$ cat src/rtl/edge_binarizer.sv
`default_nettype none
// ============================================================================
// edge_binarizer : thresholds Sobel magnitudes into a 0x00/0xFF edge map with
//                  raster flags and a per-frame edge-pixel count.  Rev 1.0
// ============================================================================
module edge_binarizer #(
    parameter int          IMG_WIDTH      = 256,
    parameter int          IMG_HEIGHT     = 256,
    parameter logic [7:0]  DEFAULT_THRESH = 8'd100,
    parameter int          COUNT_W        = 17
) (
    input  logic               clk,
    input  logic               rst,
    input  logic [7:0]         pixel_in,
    input  logic               valid_in,
    input  logic [7:0]         thresh_in,
    input  logic               thresh_load,
    output logic [7:0]         pixel_out,
    output logic               valid_out,
    output logic               sof_out,
    output logic               eol_out,
    output logic               eof_out,
    output logic [COUNT_W-1:0] edge_count,
    output logic               count_valid
);

    localparam int COL_W = (IMG_WIDTH  > 1) ? $clog2(IMG_WIDTH)  : 1;
    localparam int ROW_W = (IMG_HEIGHT > 1) ? $clog2(IMG_HEIGHT) : 1;
    localparam logic [COL_W-1:0] COL_LAST = COL_W'(IMG_WIDTH - 1);
    localparam logic [ROW_W-1:0] ROW_LAST = ROW_W'(IMG_HEIGHT - 1);

    typedef enum logic [0:0] {
        WAIT_SOF = 1'b0,
        IN_FRAME = 1'b1
    } state_t;

    state_t             state;
    state_t             state_next;
    logic [COL_W-1:0]   col;
    logic [ROW_W-1:0]   row;
    logic [COUNT_W-1:0] run_count;
    logic [7:0]         shadow_thresh;
    logic [7:0]         active_thresh;
    logic [7:0]         frame_thresh;
    logic               first_pixel;
    logic               last_col;
    logic               last_pixel;
    logic               is_edge;

    // The first pixel of a frame bypasses the active register so that a
    // coincident thresh_load already applies to it.
    always_comb begin
        first_pixel  = (state == WAIT_SOF);
        frame_thresh = active_thresh;
        if (first_pixel) begin
            frame_thresh = thresh_load ? thresh_in : shadow_thresh;
        end
        is_edge    = (pixel_in >= frame_thresh);
        last_col   = (col == COL_LAST);
        last_pixel = last_col && (row == ROW_LAST);
    end

    always_comb begin
        state_next = state;
        if (valid_in) begin
            case (state)
                WAIT_SOF: state_next = last_pixel ? WAIT_SOF : IN_FRAME;
                IN_FRAME: state_next = last_pixel ? WAIT_SOF : IN_FRAME;
                default:  state_next = WAIT_SOF;
            endcase
        end
    end

    always_ff @(posedge clk or negedge rst) begin
        if (!rst) begin
            state <= WAIT_SOF;
        end else begin
            state <= state_next;
        end
    end

    always_ff @(posedge clk or negedge rst) begin
        if (!rst) begin
            shadow_thresh <= DEFAULT_THRESH;
            active_thresh <= DEFAULT_THRESH;
        end else begin
            if (thresh_load) begin
                shadow_thresh <= thresh_in;
            end
            if (valid_in && first_pixel) begin
                active_thresh <= frame_thresh;
            end
        end
    end

    always_ff @(posedge clk or negedge rst) begin
        if (!rst) begin
            col <= '0;
            row <= '0;
        end else if (valid_in) begin
            if (last_col) begin
                col <= '0;
                row <= last_pixel ? '0 : row + ROW_W'(1);
            end else begin
                col <= col + COL_W'(1);
            end
        end
    end

    always_ff @(posedge clk or negedge rst) begin
        if (!rst) begin
            pixel_out <= 8'h00;
            valid_out <= 1'b0;
            sof_out   <= 1'b0;
            eol_out   <= 1'b0;
            eof_out   <= 1'b0;
        end else begin
            valid_out <= valid_in;
            sof_out   <= valid_in && first_pixel;
            eol_out   <= valid_in && last_col;
            eof_out   <= valid_in && last_pixel;
            if (valid_in) begin
                pixel_out <= is_edge ? 8'hFF : 8'h00;
            end
        end
    end

    always_ff @(posedge clk or negedge rst) begin
        if (!rst) begin
            run_count   <= '0;
            edge_count  <= '0;
            count_valid <= 1'b0;
        end else begin
            count_valid <= valid_in && last_pixel;
            if (valid_in) begin
                if (last_pixel) begin
                    edge_count <= run_count + COUNT_W'(is_edge);
                    run_count  <= '0;
                end else begin
                    run_count  <= run_count + COUNT_W'(is_edge);
                end
            end
        end
    end

endmodule
`default_nettype wire

$ cat config.mk
export PLATFORM = sky130hd
export DESIGN_NAME = edge_binarizer
export DESIGN_NICKNAME = d
export VERILOG_FILES = /design/src/rtl/edge_binarizer.sv
export SDC_FILE = /design/constraint.sdc
export NUM_CORES = 1
export LEC_CHECK = 0
export BUFFER_PORTS_ARGS = -buffer_cell sky130_fd_sc_hd__buf_2
export CAP_MARGIN = 30
export CORE_MARGIN = 2
export CORE_UTILIZATION = 53
export CTS_BUF_LIST = sky130_fd_sc_hd__clkbuf_8
export DETAILED_ROUTE_END_ITERATION = 16
export GPL_TIMING_DRIVEN = 0
export PLACE_DENSITY = 0.75
export SYNTH_ARGS = -nofsm -noshare
export SYNTH_HDL_FRONTEND = slang
export SYNTH_SLANG_ARGS = --single-unit
$ cat constraint.sdc
create_clock -name clk -period 3.3 [get_ports clk]
set_clock_uncertainty 0.2 [all_clocks]
set_input_delay 0.165 -clock clk [delete_from_list [all_inputs] [get_ports clk]]
set_output_delay 0.165 -clock clk [all_outputs]
set_load 0.02 [all_outputs]
Word level (Yosys, flattened, before mapping)
Index checks and enable logic that the tools add are counted.
Word-level totals
  logic and storage cells: 32
  output and inout port bits: 30
  bits of input ports: 20
  bits in registers: 79
Operators by class
  muxes and demuxes: 7
  equality and inequality tests: 2
  order comparisons: 1
  reductions and logical operators: 6
  $add $sub $neg: 3
  bitwise logic cells: 1
Operators by type and width (count)
  $mux 8: 5
  $add 17x1->17: 1
  $mux 17: 1
  $add 8x1->8 const B: 2
  $eq 8x8->1 const B: 2
  $ge 8x8->1: 1
  $logic_and 1x1->1: 4
  $reduce_and 2->1: 2
  $mux 1: 1
  $not 1->1: 1

Logic depth before layout (Yosys ltp)
Gate-level depths: netlist of run 1.
  depth after elaboration: 5
  depth in mapped cells: 15

Worst setup path after synthesis of run 1
No wires, ideal clock.
  path type: input-to-reg
  start: input thresh_load
  end: register edge_count[16]
  cell stages on the path: 15
  setup slack: -0.033 ns
  setup time: 0.127 ns
  data arrival time: 3.006 ns
  data required time: 2.973 ns
  cells stage by stage: clkbuf_1 mux2_2 mux2_2 ha_1 nand2b_1 a21o_1 a31oi_1 o21ai_0 ha_1 ha_1 nand4_1 nor2_1 nand4_1 xor2_1 o21ai_0
On the way
  cells in the longest elaborated chain, start to end: 4
RTL lines
  from (decl): line 17  | input logic thresh_load,
  $mux 8
  $mux 8: line 55  | if (first_pixel) begin
  via frame_thresh[0]: line 44  | logic [7:0] frame_thresh;
  $ge 8x8->1: line 58  | is_edge = (pixel_in >= frame_thresh);
  via is_edge: line 48  | logic is_edge;
  $add 17x1->17: line 137  | edge_count <= run_count + COUNT_W'(is_edge);
  to (signal assigned): line 137
  to (decl): line 23  | output logic [COUNT_W-1:0] edge_count,
The timed path passes the listed nets, and every way through them passes these cells.
A chain may end at the register's enable or synchronous reset.

Final worst setup path of run 1
  start: register shadow_thresh[0]
  end: register run_count[16]
On the way
  cells in the longest elaborated chain, start to end: 5
RTL lines
  from (decl): line 42  | logic [7:0] shadow_thresh;
  from (signal assigned): line 88  | shadow_thresh <= thresh_in;
  $mux 8
  $mux 8: line 55
  via frame_thresh[0]: line 44
  $ge 8x8->1: line 58
  via is_edge: line 48
  $add 17x1->17: line 140  | run_count <= run_count + COUNT_W'(is_edge);
  $mux 17: line 136  | if (last_pixel) begin
  to (signal assigned): line 140
  to (decl): line 41  | logic [COUNT_W-1:0] run_count;
The timed path passes the listed nets, and every way through them passes these cells.

==> reports/qor.tcl, run 1 <==
set qor(rrSetupSlack_ps) 3
set qor(synthArstFlopShare_pct) 100
set qor(placement.io_buffers) 48
set qor(design.portCount) 50
set qor(dp_hpwl_mm) 4.80
set qor(synthTopCellsByArea) {sky130_fd_sc_hd__dfrtp_1, sky130_fd_sc_hd__mux2_2, sky130_fd_sc_hd__o21ai_0}
set qor(row_count) 29
set qor(mappedNetlistNets) 360
set qor(cellPowerDensity_nw_per_um2) 515
set qor(tritoncts.num_buffers) 9
set qor(via_count_of_the_first_global_routing_pass) 2681
set qor(max_clock_freq_mhz) 303
set qor(holdPathStages) 3
set qor(syn_to_final_growth_pct) 24.1
set qor(setup_slack_ps) 2.99
set qor(grt_remaining_overflow) 0
set qor(mappedNetlistArea_um2) 3480
set qor(drt_drc_violations_left) 0
set qor(routabilityCongestion) 0.838
set qor(global_route_wire_length_before_repair_mm) 12.1
set qor(cts.clk_slew.worst_paths_ps) 80
set qor(finalPower_w) 0.00223
set qor(end_kind) {flip-flop}
set qor(synth_largest_type_area_fraction_pct) 47.4
set qor(avgViaCountPerCell) 5.55
set qor(fp.dieArea_um2) 7240
set qor(post_drt_wl_per_cell_um) 14.9
set qor(cts_tree) {done}
set qor(maximum_net_fanout_on_the_critical_path) 5
set qor(number_of_antenna_violations_at_the_first_check_in_global_routing) 0
set qor(p_leak_nw) 2.08
set qor(final-hold-violation-count) 0
set qor(register_cell_area_after_layout_um2) 1810
set qor(timing_worst_setup_path_type) {reg2reg}
set qor(first_iter_violations) 185
set qor(ant_nets) 0
set qor(synth-main-ff-cell) {sky130_fd_sc_hd__dfrtp_1}
set qor(worst_r2r_endpoint) {run_count[16]}
set qor(worstMarginPinSlew_ps) 902
set qor(track_usage_pct) 21.1
set qor(clock-sinks) 72
set qor(synthDistinctLibCells) 40
set qor(unrepaired_setup_endpoints_after_global_routing) {true}
set qor(drt-pass1-iter-count) 4
set qor(floorplan.initialDensity_pct) 54.9
set qor(detail_route.wirelength_mm) 7.30
set qor(multiInputGateArea_um2) 1630
set qor(worstHoldPathType) {in2reg}
set qor(netlist_instances) 328
set qor(number_of_synthesized_flops_with_an_enable_pin) 0
set qor(htreeDepth) 3
set qor(critical_path.reg2reg.startpoint) {shadow_thresh[0]}
set qor(fillCellCount) 464
set qor(cts.path.max_buffers) 2
set qor(place_worst_setup_slack_ps) -615
set qor(holdCritStartpoint) {thresh_in[0]}
set qor(core_region_area_um2) 6350
set qor(grt_start_max_net_pins) 73
set qor(die_wd_um) 85.1
set qor(outcome) {completed}
set qor(max-slew-margin-rel_pct) 39.9
set qor(synth.ff_latch_count) 72
set qor(critical_path_arrival_ps) 3330
set qor(final_core_util_pct) 68.1
set qor(clk_latency_ps) 350
set qor(antenna_cells_inserted) 0
set qor(timing.critical_path.from_type) {flip-flop}
set qor(hold_end) {active_thresh[0]}
set qor(worst_r2r_path_depth) 15
set qor(cap_viol_max_count) 0
set qor(finalNetCount) 439
set qor(die_y_um) 85.1
set qor(synth.avg_cell_area_um2) 10.6
set qor(root_buffer) {sky130_fd_sc_hd__clkbuf_8}
set qor(synth_area_leader_cell) {sky130_fd_sc_hd__dfrtp_1}
set qor(period_share_pct) 99.9
set qor(drive_gt1_share_pct) 32.5
set qor(peakVddDrop_mv) 0.419
set qor(worstPathRequired_ps) 3330
set qor(ys_seq_area_share_pct) 51.9
set qor(ys.warnings.count) 0
set qor(finalSetupViolCount) 0
set qor(routed-via-count) 2713
set qor(final_period_minus_worst_setup_slack_ps) 3300
set qor(timing.final.max_slew_violations) 0
[flip-flops by register name (all words and copies together) (netlist names)]
signal	count
sof_out	1
count_valid	1
edge_count	17
pixel_out	1
shadow_thresh	8
col	8
eol_out	1
active_thresh	8
valid_out	1
row	8
run_count	17
state	1
[layer usage]
layer / vias up / GRT usage (%) / wire (µm)
li1: 1304 / - / -
met1: 1316 / 26.8 / 3200
met2: 76 / 35.2 / 3630
met3: 17 / 5.06 / 334
met4: 0 / 7.65 / 129
met5: - / 0 / 0
[cells in the mapped netlist, types with 2 or more instances]
cell type and n:
sky130_fd_sc_hd__inv_1 5, sky130_fd_sc_hd__a21o_1 5, sky130_fd_sc_hd__xor2_1 5, sky130_fd_sc_hd__and3_1 7, sky130_fd_sc_hd__mux2_2 19, sky130_fd_sc_hd__o31ai_1 2, sky130_fd_sc_hd__buf_4 9, sky130_fd_sc_hd__a22o_1 2
sky130_fd_sc_hd__a31oi_1 2, sky130_fd_sc_hd__nand2b_1 3, sky130_fd_sc_hd__clkbuf_1 4, sky130_fd_sc_hd__dfrtp_1 66, sky130_fd_sc_hd__a21oi_1 9, sky130_fd_sc_hd__nor2_1 19, sky130_fd_sc_hd__nor3_1 3, sky130_fd_sc_hd__o21ai_0 36
sky130_fd_sc_hd__mux2i_1 8, sky130_fd_sc_hd__xnor2_1 18, sky130_fd_sc_hd__ha_1 12, sky130_fd_sc_hd__inv_2 2, sky130_fd_sc_hd__nand2_1 44, sky130_fd_sc_hd__buf_2 4, sky130_fd_sc_hd__o2bb2ai_1 5, sky130_fd_sc_hd__nor4_1 3
sky130_fd_sc_hd__dfstp_2 6, sky130_fd_sc_hd__nand3_1 6, sky130_fd_sc_hd__nand4_1 10, sky130_fd_sc_hd__or3_1 2
[worst max-delay path: stages, from the launching register on]
cell and delay (ps):
sky130_fd_sc_hd__dfrtp_1 370, sky130_fd_sc_hd__mux2_4 280, sky130_fd_sc_hd__mux2_4 290, sky130_fd_sc_hd__ha_4 260, sky130_fd_sc_hd__nand2b_4 100, sky130_fd_sc_hd__a21o_1 110, sky130_fd_sc_hd__a31oi_1 90, sky130_fd_sc_hd__o21ai_2 240
sky130_fd_sc_hd__ha_4 210, sky130_fd_sc_hd__ha_4 150, sky130_fd_sc_hd__nand4_1 90, sky130_fd_sc_hd__buf_6 150, sky130_fd_sc_hd__nor2_4 160, sky130_fd_sc_hd__nand4_1 160, sky130_fd_sc_hd__xor2_1 260, sky130_fd_sc_hd__o2bb2ai_1 80
[power breakdown]
part	switching, W	internal, W	leakage (nW)	total [W]
clock network	0.000341	0.000425	0.101	0.000766
logic	0.000186	0.000196	1.03	0.000383
registers	0.000105	0.000972	0.941	0.00108
total	0.000633	0.00159	2.08	0.00223
[stage by stage]
stage	TNS, ps	area (µm²)	std cells	hold WS [ps]
2_1_floorplan	0	3490	328	-331
3_3_place_gp	-7960	3820	453	89.7
3_5_place_dp	-8970	3830	453	96.2
4_1_cts	0	4160	479	5.10
5_1_grt	-462	4320	489	4.91
6_report	0	4320	489	13.1
[cell type report]
class / count / area share [%]
sequential: 72 / 41.9
multi-input combinational: 230 / 37.8
timing repair buffer: 69 / 9.93
clock buffer: 9 / 2.87
buffer: 18 / 2.49
clock inverter: 7 / 2.23
tap: 77 / 2.23
inverter: 7 / 0.608
[worst max path at each step]
stage,from,endpoint,slack [ps],cells past startpoint
floorplan,thresh_load,edge_count[16],40,15
global placement,thresh_load,edge_count[16],-550,15
detailed placement,thresh_load,edge_count[16],-610,15
CTS,state,edge_count[16],6,14
global route,shadow_thresh[0],edge_count[16],-70,15
finish,shadow_thresh[0],run_count[16],3,15
[layout by cell type, fill, tap and decap left out, drive strengths merged, types with 6 or more instances in the layout]
cell	Yosys	routed
buf	14	73
dfrtp	66	66
nand2	45	45
o21ai	36	36
nor2	20	20
mux2	19	19
xnor2	18	18
clkbuf	5	13
ha	12	12
nand4	11	11
dlygate4sd3	0	10
a21oi	9	9
mux2i	8	8
and3	7	7
inv	7	7
nand3	7	7
dfstp	6	6
[repair_timing]
item                                   4_1_cts  5_1_grt
endpoints found under the hold margin       75        0
setup endpoints to repair                   26       19
cloned                                       0        0
buffers inserted                             1       10
pin swaps                                    1       12
gates resized for setup                      4       18
hold buffers                                10        0
[kinds of logic (layout without fill, tap and decap cells)]
| group | after synthesis | after routing | synth area share, % |
|---|---|---|---|
| and+or+nand+nor | 105 | 105 | 15.0 |
| xor gates and xnor gates | 23 | 23 | 5.78 |
| adders and majority gates | 12 | 12 | 4.31 |
| AOI/OAI and AO/OA | 63 | 63 | 10.6 |
| DFF | 72 | 72 | 51.9 |
| muxes | 27 | 27 | 8.44 |
| buffers and inverters | 26 | 110 | 3.95 |
(Power assumes the default switching activity.)
==> run 2, diff against run 1 <==
--- a/config.mk
+++ b/config.mk
@@ -7,12 +7,14 @@
 export LEC_CHECK = 0
 export BUFFER_PORTS_ARGS = -buffer_cell sky130_fd_sc_hd__buf_2
 export CAP_MARGIN = 30
+export CORE_ASPECT_RATIO = 0.6
 export CORE_MARGIN = 2
 export CORE_UTILIZATION = 53
 export CTS_BUF_LIST = sky130_fd_sc_hd__clkbuf_8
 export DETAILED_ROUTE_END_ITERATION = 16
 export GPL_TIMING_DRIVEN = 0
 export PLACE_DENSITY = 0.75
+export SETUP_SLACK_MARGIN = 0.02
 export SYNTH_ARGS = -nofsm -noshare
 export SYNTH_HDL_FRONTEND = slang
 export SYNTH_SLANG_ARGS = --single-unit
==> run 2 against run 1 <==
Flip-flop and latch count unchanged. Cell count is 0.82% higher. Total power is 3.3% lower. Combinational power grew 2%. Clock power down 10%. Maximum frequency grew 0.84%. Sequential share of layout area shrank 0.19 points. Cell area increased by 0.46%. Largest power group unchanged.
==> reports/qor.tcl, run 2 (synthesized netlist as in run 1, its figures left out) <==
set qor(grt_remaining_overflow) 0
set qor(worstPathRequired_ps) 3340
set qor(setup_slack_ps) 30.3
set qor(drt_drc_violations_left) 0
set qor(syn_to_final_growth_pct) 24.6
set qor(track_usage_pct) 24.3
set qor(finalNetCount) 436
set qor(htreeDepth) 3
set qor(design.portCount) 50
set qor(layout_top_registers) {edge_count x17, run_count x17}
set qor(most-common-layout-cells) {sky130_fd_sc_hd__dfrtp_1, sky130_fd_sc_hd__buf_2, sky130_fd_sc_hd__nand2_1, sky130_fd_sc_hd__o21ai_0}
set qor(mostFrequentLayoutCell) {sky130_fd_sc_hd__dfrtp_1}
set qor(timing.critical_path.from_type) {flip-flop}
set qor(fp.dieArea_um2) 7260
set qor(top_layer_used) {met4}
set qor(max_clock_freq_mhz) 306
set qor(route.met3.wl_um) 508
set qor(peakVddDrop_mv) 0.339
set qor(place_worst_setup_slack_ps) -641
set qor(die_y_um) 66.8
set qor(first_iter_violations) 191
set qor(floorplan.initialDensity_pct) 56.0
set qor(outcome) {completed}
set qor(cts.clk_slew.worst_paths_ps) 70
set qor(intPower_w) 0.00153
set qor(power.share.clock_pct) 31.9
set qor(dp_hpwl_mm) 5.23
set qor(numPlacedInstances) 460
set qor(clk_latency_ps) 350
set qor(seqPwrFrac_pct) 50.0
set qor(tritoncts.num_buffers) 9
set qor(avgViaCountPerCell) 5.50
set qor(fillCellCount) 465
set qor(route.layer.met1.wl_mm) 3.84
set qor(core_region_area_um2) 6220
set qor(global_route_wire_length_before_repair_mm) 13.1
set qor(routed-via-count) 2711
set qor(critical_path_arrival_ps) 3310
set qor(timing_worst_setup_path_type) {reg2reg}
set qor(power.share.switching_pct) 28.8
set qor(worstHoldPathType) {in2reg}
set qor(die_wd_um) 109
set qor(timing.final.max_slew_violations) 0
set qor(cts_tree) {done}
set qor(max-slew-margin-rel_pct) 40.9
set qor(cts.path.max_buffers) 2
set qor(worstMarginPinSlew_ps) 886
set qor(cap_viol_max_count) 0
set qor(via_count_of_the_first_global_routing_pass) 2614
set qor(placement.io_buffers) 48
set qor(routabilityCongestion) 0.842
set qor(end_kind) {flip-flop}
set qor(net-switching-power_w) 0.000621
set qor(p_leak_nw) 2.09
set qor(row_count) 22
set qor(met2_wirelength_mm) 3.48
set qor(detail_route.wirelength_mm) 7.93
set qor(cellPowerDensity_nw_per_um2) 496
set qor(unrepaired_setup_endpoints_after_global_routing) {true}
set qor(stdcell_count) 493
set qor(number_of_antenna_violations_at_the_first_check_in_global_routing) 0
set qor(antenna_cells_inserted) 0
set qor(final_period_minus_worst_setup_slack_ps) 3270
set qor(drive_gt1_share_pct) 33.5
set qor(ant_nets) 0
set qor(finalSetupViolCount) 0
set qor(grt_start_max_net_pins) 73
set qor(hold_slack_ps) 221
set qor(maximum_net_fanout_on_the_critical_path) 5
set qor(clock-sinks) 72
set qor(final-hold-violation-count) 0
set qor(period_share_pct) 99.1
set qor(drt-pass1-iter-count) 5
set qor(pwr-share-comb_pct) 18.1
set qor(post_drt_wl_per_cell_um) 16.1
set qor(root_buffer) {sky130_fd_sc_hd__clkbuf_8}
-- run 2: worst paths after layout --
| path | startpoint | end | slack [ps] | depth (start not counted) |
|---|---|---|---|---|
| max | shadow_thresh[0] | run_count[13] | 30 | 13 |
| min | thresh_load | shadow_thresh[6] | 220 | 2 |
| max reg2reg | shadow_thresh[0] | run_count[13] | 30 | 13 |
| min reg2reg | edge_count[0] | edge_count[0] | 270 | 2 |
| max in group asynchronous | rst | state | 2020 | 2 |
| min in group asynchronous | rst | edge_count[2] | 280 | 2 |
-- run 2: layout make-up --
type                       count  area, µm²  area share, %
buffer                        18        108           2.48
multi-input combinational    230       1690           38.9
tap                           84        105           2.42
timing repair buffer          66        407           9.36
clock buffer                  10        138           3.17
sequential                    72       1810           41.7
clock inverter                 6       61.3           1.41
inverter                       7       26.3          0.605
-- run 2: power by group through the flow --
| stage | clock network [W] | logic, W | registers (W) |
|---|---|---|---|
| 6_report | 0.000687 | 0.000390 | 0.00108 |
| 2_1_floorplan | 0 | 0.000240 | 0.00106 |
| 5_1_grt | 0.000738 | 0.000438 | 0.00109 |
| 3_5_place_dp | 0 | 0.000341 | 0.00108 |
| 4_1_cts | 0.000696 | 0.000381 | 0.00107 |
| 3_3_place_gp | 0 | 0.000327 | 0.00107 |
-- run 2: stage by stage --
stage | TNS (ps) | area (µm²) | power, W | util [%]
finish | 0 | 4340 | 0.00215 | 69.8
global route | -1320 | 4340 | 0.00226 | 69.8
CTS | -14.4 | 4260 | 0.00215 | 68.4
detailed placement | -10350 | 3830 | 0.00142 | 61.6
global placement | -8490 | 3830 | 0.00140 | 61.6
floorplan | 0 | 3490 | 0.00130 | -
-- run 2: timing repair --
action,in CTS,in global routing
hold buffers,10,0
endpoints found under the hold margin,75,0
resized for setup,19,19
buffers inserted,5,3
endpoints found under the setup margin,26,20
pin swaps,11,12
-- run 2: worst max-delay path: stages (launching register included) --
cell and delay, ps:
sky130_fd_sc_hd__dfrtp_1 360, sky130_fd_sc_hd__mux2_4 270, sky130_fd_sc_hd__mux2_4 290, sky130_fd_sc_hd__ha_4 260, sky130_fd_sc_hd__nand2b_4 120, sky130_fd_sc_hd__a21o_1 130
sky130_fd_sc_hd__a31oi_1 80, sky130_fd_sc_hd__o21ai_1 180, sky130_fd_sc_hd__ha_2 280, sky130_fd_sc_hd__nand3_4 90, sky130_fd_sc_hd__or3_4 450, sky130_fd_sc_hd__nor2_4 150
sky130_fd_sc_hd__o21ai_0 90, sky130_fd_sc_hd__a21o_1 200
-- run 2: routing by layer --
layer / vias up / track usage [%]
li1: 1294 / -
met1: 1312 / 35.2
met2: 94 / 36.7
met3: 11 / 5.87
met4: 0 / 6.09
met5: - / 0
==> run 3, diff against run 2 <==
--- a/config.mk
+++ b/config.mk
@@ -7,9 +7,11 @@
 export LEC_CHECK = 0
 export BUFFER_PORTS_ARGS = -buffer_cell sky130_fd_sc_hd__buf_2
 export CAP_MARGIN = 30
+export CELL_PAD_IN_SITES_DETAIL_PLACEMENT = 1
+export CELL_PAD_IN_SITES_GLOBAL_PLACEMENT = 1
 export CORE_ASPECT_RATIO = 0.6
 export CORE_MARGIN = 2
-export CORE_UTILIZATION = 53
+export CORE_UTILIZATION = 42
 export CTS_BUF_LIST = sky130_fd_sc_hd__clkbuf_8
 export DETAILED_ROUTE_END_ITERATION = 16
 export GPL_TIMING_DRIVEN = 0
==> run 3 against run 2 <==
Clock power shrank 9.3%. Total power is 1.7% lower. Cell area rose by 0.12%. Worst hold slack got worse by 75 ps. Utilization down 15 points. Cell count increased by 5.3%. First-iteration DRC count is 37% lower. Die area grew 25%. Flip-flop and latch count unchanged. Critical endpoint is now run_count[12].
==> reports/qor.tcl, run 3 (synthesized netlist as in run 1, its figures left out) <==
set qor(pwr-share-comb_pct) 19.5
set qor(power.share.clock_pct) 29.4
set qor(cts_tree) {done}
set qor(period_share_pct) 98.2
set qor(avgViaCountPerCell) 5.26
set qor(unrepaired_setup_endpoints_after_global_routing) {true}
set qor(cts.clk_slew.worst_paths_ps) 80
set qor(finalNetCount) 438
set qor(max_clock_freq_mhz) 309
set qor(dp_hpwl_mm) 6.18
set qor(worst_r2r_endpoint) {run_count[12]}
set qor(worst_r2r_path_depth) 16
set qor(global_route_wire_length_before_repair_mm) 15.0
set qor(finalSetupViolCount) 0
set qor(die_y_um) 74.6
set qor(final-hold-violation-count) 0
set qor(mostFrequentLayoutCell) {sky130_fd_sc_hd__dfrtp_1}
set qor(cap_viol_max_count) 0
set qor(routed-via-count) 2731
set qor(timing.critical_path.from_type) {flip-flop}
set qor(end_kind) {flip-flop}
set qor(layout_top_registers) {edge_count x17, run_count x17}
set qor(maximum_net_fanout_on_the_critical_path) 4
set qor(worstHoldPathType) {in2async}
set qor(critical_path.reg2reg.startpoint) {shadow_thresh[0]}
set qor(drt-pass1-iter-count) 4
set qor(critical_path_arrival_ps) 3290
set qor(fillCellCount) 891
set qor(net-switching-power_w) 0.000638
set qor(ant_nets) 0
set qor(grt_remaining_overflow) 0
set qor(clock-sinks) 72
set qor(fp.dieArea_um2) 9070
set qor(peakVddDrop_mv) 0.271
set qor(via_count_of_the_first_global_routing_pass) 2961
set qor(crit_path_end) {run_count[12]}
set qor(placement.io_buffers) 48
set qor(routabilityCongestion) 0.806
set qor(core_region_area_um2) 7950
set qor(finalPower_w) 0.00212
set qor(design.portCount) 50
set qor(most-common-layout-cells) {sky130_fd_sc_hd__dfrtp_1, sky130_fd_sc_hd__buf_2, sky130_fd_sc_hd__nand2_1, sky130_fd_sc_hd__o21ai_0, sky130_fd_sc_hd__xnor2_1}
set qor(floorplan.initialDensity_pct) 43.9
set qor(power.share.switching_pct) 30.1
set qor(worstPathRequired_ps) 3350
set qor(syn_to_final_growth_pct) 24.8
set qor(htreeDepth) 3
set qor(row_count) 25
set qor(timing.final.max_slew_violations) 0
set qor(drt_drc_violations_left) 0
set qor(critical_path.startpoint) {shadow_thresh[0]}
set qor(rrSetupSlack_ps) 60
set qor(die_wd_um) 122
set qor(multiInputGateArea_um2) 1650
set qor(stdcell_count) 519
set qor(register_cell_area_after_layout_um2) 1810
set qor(numPlacedInstances) 485
set qor(number_of_antenna_violations_at_the_first_check_in_global_routing) 0
set qor(root_buffer) {sky130_fd_sc_hd__clkbuf_8}
set qor(tritoncts.num_buffers) 9
set qor(timing_worst_setup_path_type) {reg2reg}
set qor(track_usage_pct) 22.3
set qor(worstMarginPinSlew_ps) 704
set qor(intPower_w) 0.00148
set qor(first_iter_violations) 121
set qor(drive_gt1_share_pct) 32.1
set qor(outcome) {completed}
set qor(grt_start_max_net_pins) 65
set qor(antenna_cells_inserted) 0
set qor(max-slew-margin-rel_pct) 52.7
set qor(seqPwrFrac_pct) 51.1
set qor(cts.path.max_buffers) 2
set qor(post_drt_wl_per_cell_um) 17.2
set qor(cellPowerDensity_nw_per_um2) 487
set qor(clk_latency_ps) 370
set qor(p_leak_nw) 2.09
set qor(detail_route.wirelength_mm) 8.95
set qor(final_period_minus_worst_setup_slack_ps) 3240
==> run 3: cell count changes in the layout (fill, tap and decap cells not counted), moves of 2 or more <==
cell,previous run,this run
sky130_fd_sc_hd__clkinvlp_4,3,0
sky130_fd_sc_hd__inv_1,6,10
sky130_fd_sc_hd__o21ai_0,26,31
sky130_fd_sc_hd__o21ai_1,10,3
sky130_fd_sc_hd__o21ai_2,0,2
sky130_fd_sc_hd__xnor2_1,16,18
sky130_fd_sc_hd__xnor2_2,2,0
==> run 3: per-layer routing <==
| metal | vias up | routed length, µm | global-route usage [%] |
|---|---|---|---|
| li1 | 1300 | - | - |
| met2 | 47 | 4220 | 37.3 |
| met4 | 0 | 116 | 6.90 |
| met3 | 9 | 317 | 6.21 |
| met5 | - | 0 | 0 |
| met1 | 1375 | 4300 | 28.6 |
==> run 3: power by group through the flow <==
| stage | combinational [W] | sequential, W | clock, W |
|---|---|---|---|
| 6_report | 0.000413 | 0.00108 | 0.000623 |
| 2_1_floorplan | 0.000240 | 0.00106 | 0 |
| 4_1_cts | 0.000394 | 0.00108 | 0.000642 |
| 3_3_place_gp | 0.000327 | 0.00108 | 0 |
| 3_5_place_dp | 0.000354 | 0.00109 | 0 |
| 5_1_grt | 0.000463 | 0.00110 | 0.000673 |
==> run 3: area by class of cell <==
| class | count | area share [%] |
|---|---|---|
| plain buffers | 18 | 2.47 |
| clock buffers | 11 | 3.48 |
| clock inverters | 5 | 0.432 |
| inverters | 7 | 0.604 |
| multi-input cells | 230 | 38.0 |
| flip-flops and latches | 72 | 41.6 |
| well taps | 108 | 3.11 |
| repair buffers | 68 | 10.2 |
==> run 3: worst min path at each step <==
stage / end / slack, ps / cells past startpoint
final: active_thresh[1] / 150 / 3
after global routing: run_count[4] / 160 / 3
after CTS: pixel_out[6] / 120 / 5
after detailed placement: edge_count[5] / -190 / 1
after global placement: valid_out / 90 / 1
after floorplan: active_thresh[0] / -330 / 0
==> run 3: stage by stage <==
| stage | setup slack, ps | setup TNS [ps] | cell area, µm² | util [%] | hold WS (ps) |
|---|---|---|---|---|---|
| after global placement | -718 | -11090 | 3860 | 48.6 | 87.0 |
| after floorplan | 35.5 | 0 | 3490 | - | -331 |
| after detailed placement | -812 | -13020 | 3890 | 49.0 | -192 |
| after global routing | -100 | -774 | 4350 | 54.7 | 162 |
| final | 58.5 | 0 | 4350 | 54.7 | 146 |
| after CTS | -17.5 | -47.1 | 4290 | 53.9 | 118 |
==> run 3: worst max-delay path, cell delays in order, from the launching register on <==
cell                       delay [ps]
sky130_fd_sc_hd__dfrtp_1          360
sky130_fd_sc_hd__mux2_4           270
sky130_fd_sc_hd__mux2_4           300
sky130_fd_sc_hd__ha_4             260
sky130_fd_sc_hd__nand2b_4         110
sky130_fd_sc_hd__a21o_1           120
sky130_fd_sc_hd__a31oi_2           80
sky130_fd_sc_hd__o21ai_2          210
sky130_fd_sc_hd__ha_4             210
sky130_fd_sc_hd__ha_4             150
sky130_fd_sc_hd__nand4_1           90
sky130_fd_sc_hd__buf_6            160
sky130_fd_sc_hd__nor2_4           140
sky130_fd_sc_hd__buf_4            160
sky130_fd_sc_hd__a31oi_1           90
sky130_fd_sc_hd__o21ai_1          130
sky130_fd_sc_hd__o31ai_1           80
==> run 3: repair_timing <==
action | 4_1_cts | 5_1_grt
setup buffers | 6 | 2
pin swaps | 11 | 8
gates resized for setup | 18 | 10
hold endpoints to repair | 86 | 0
hold buffers | 11 | 0
setup endpoints to repair | 30 | 21
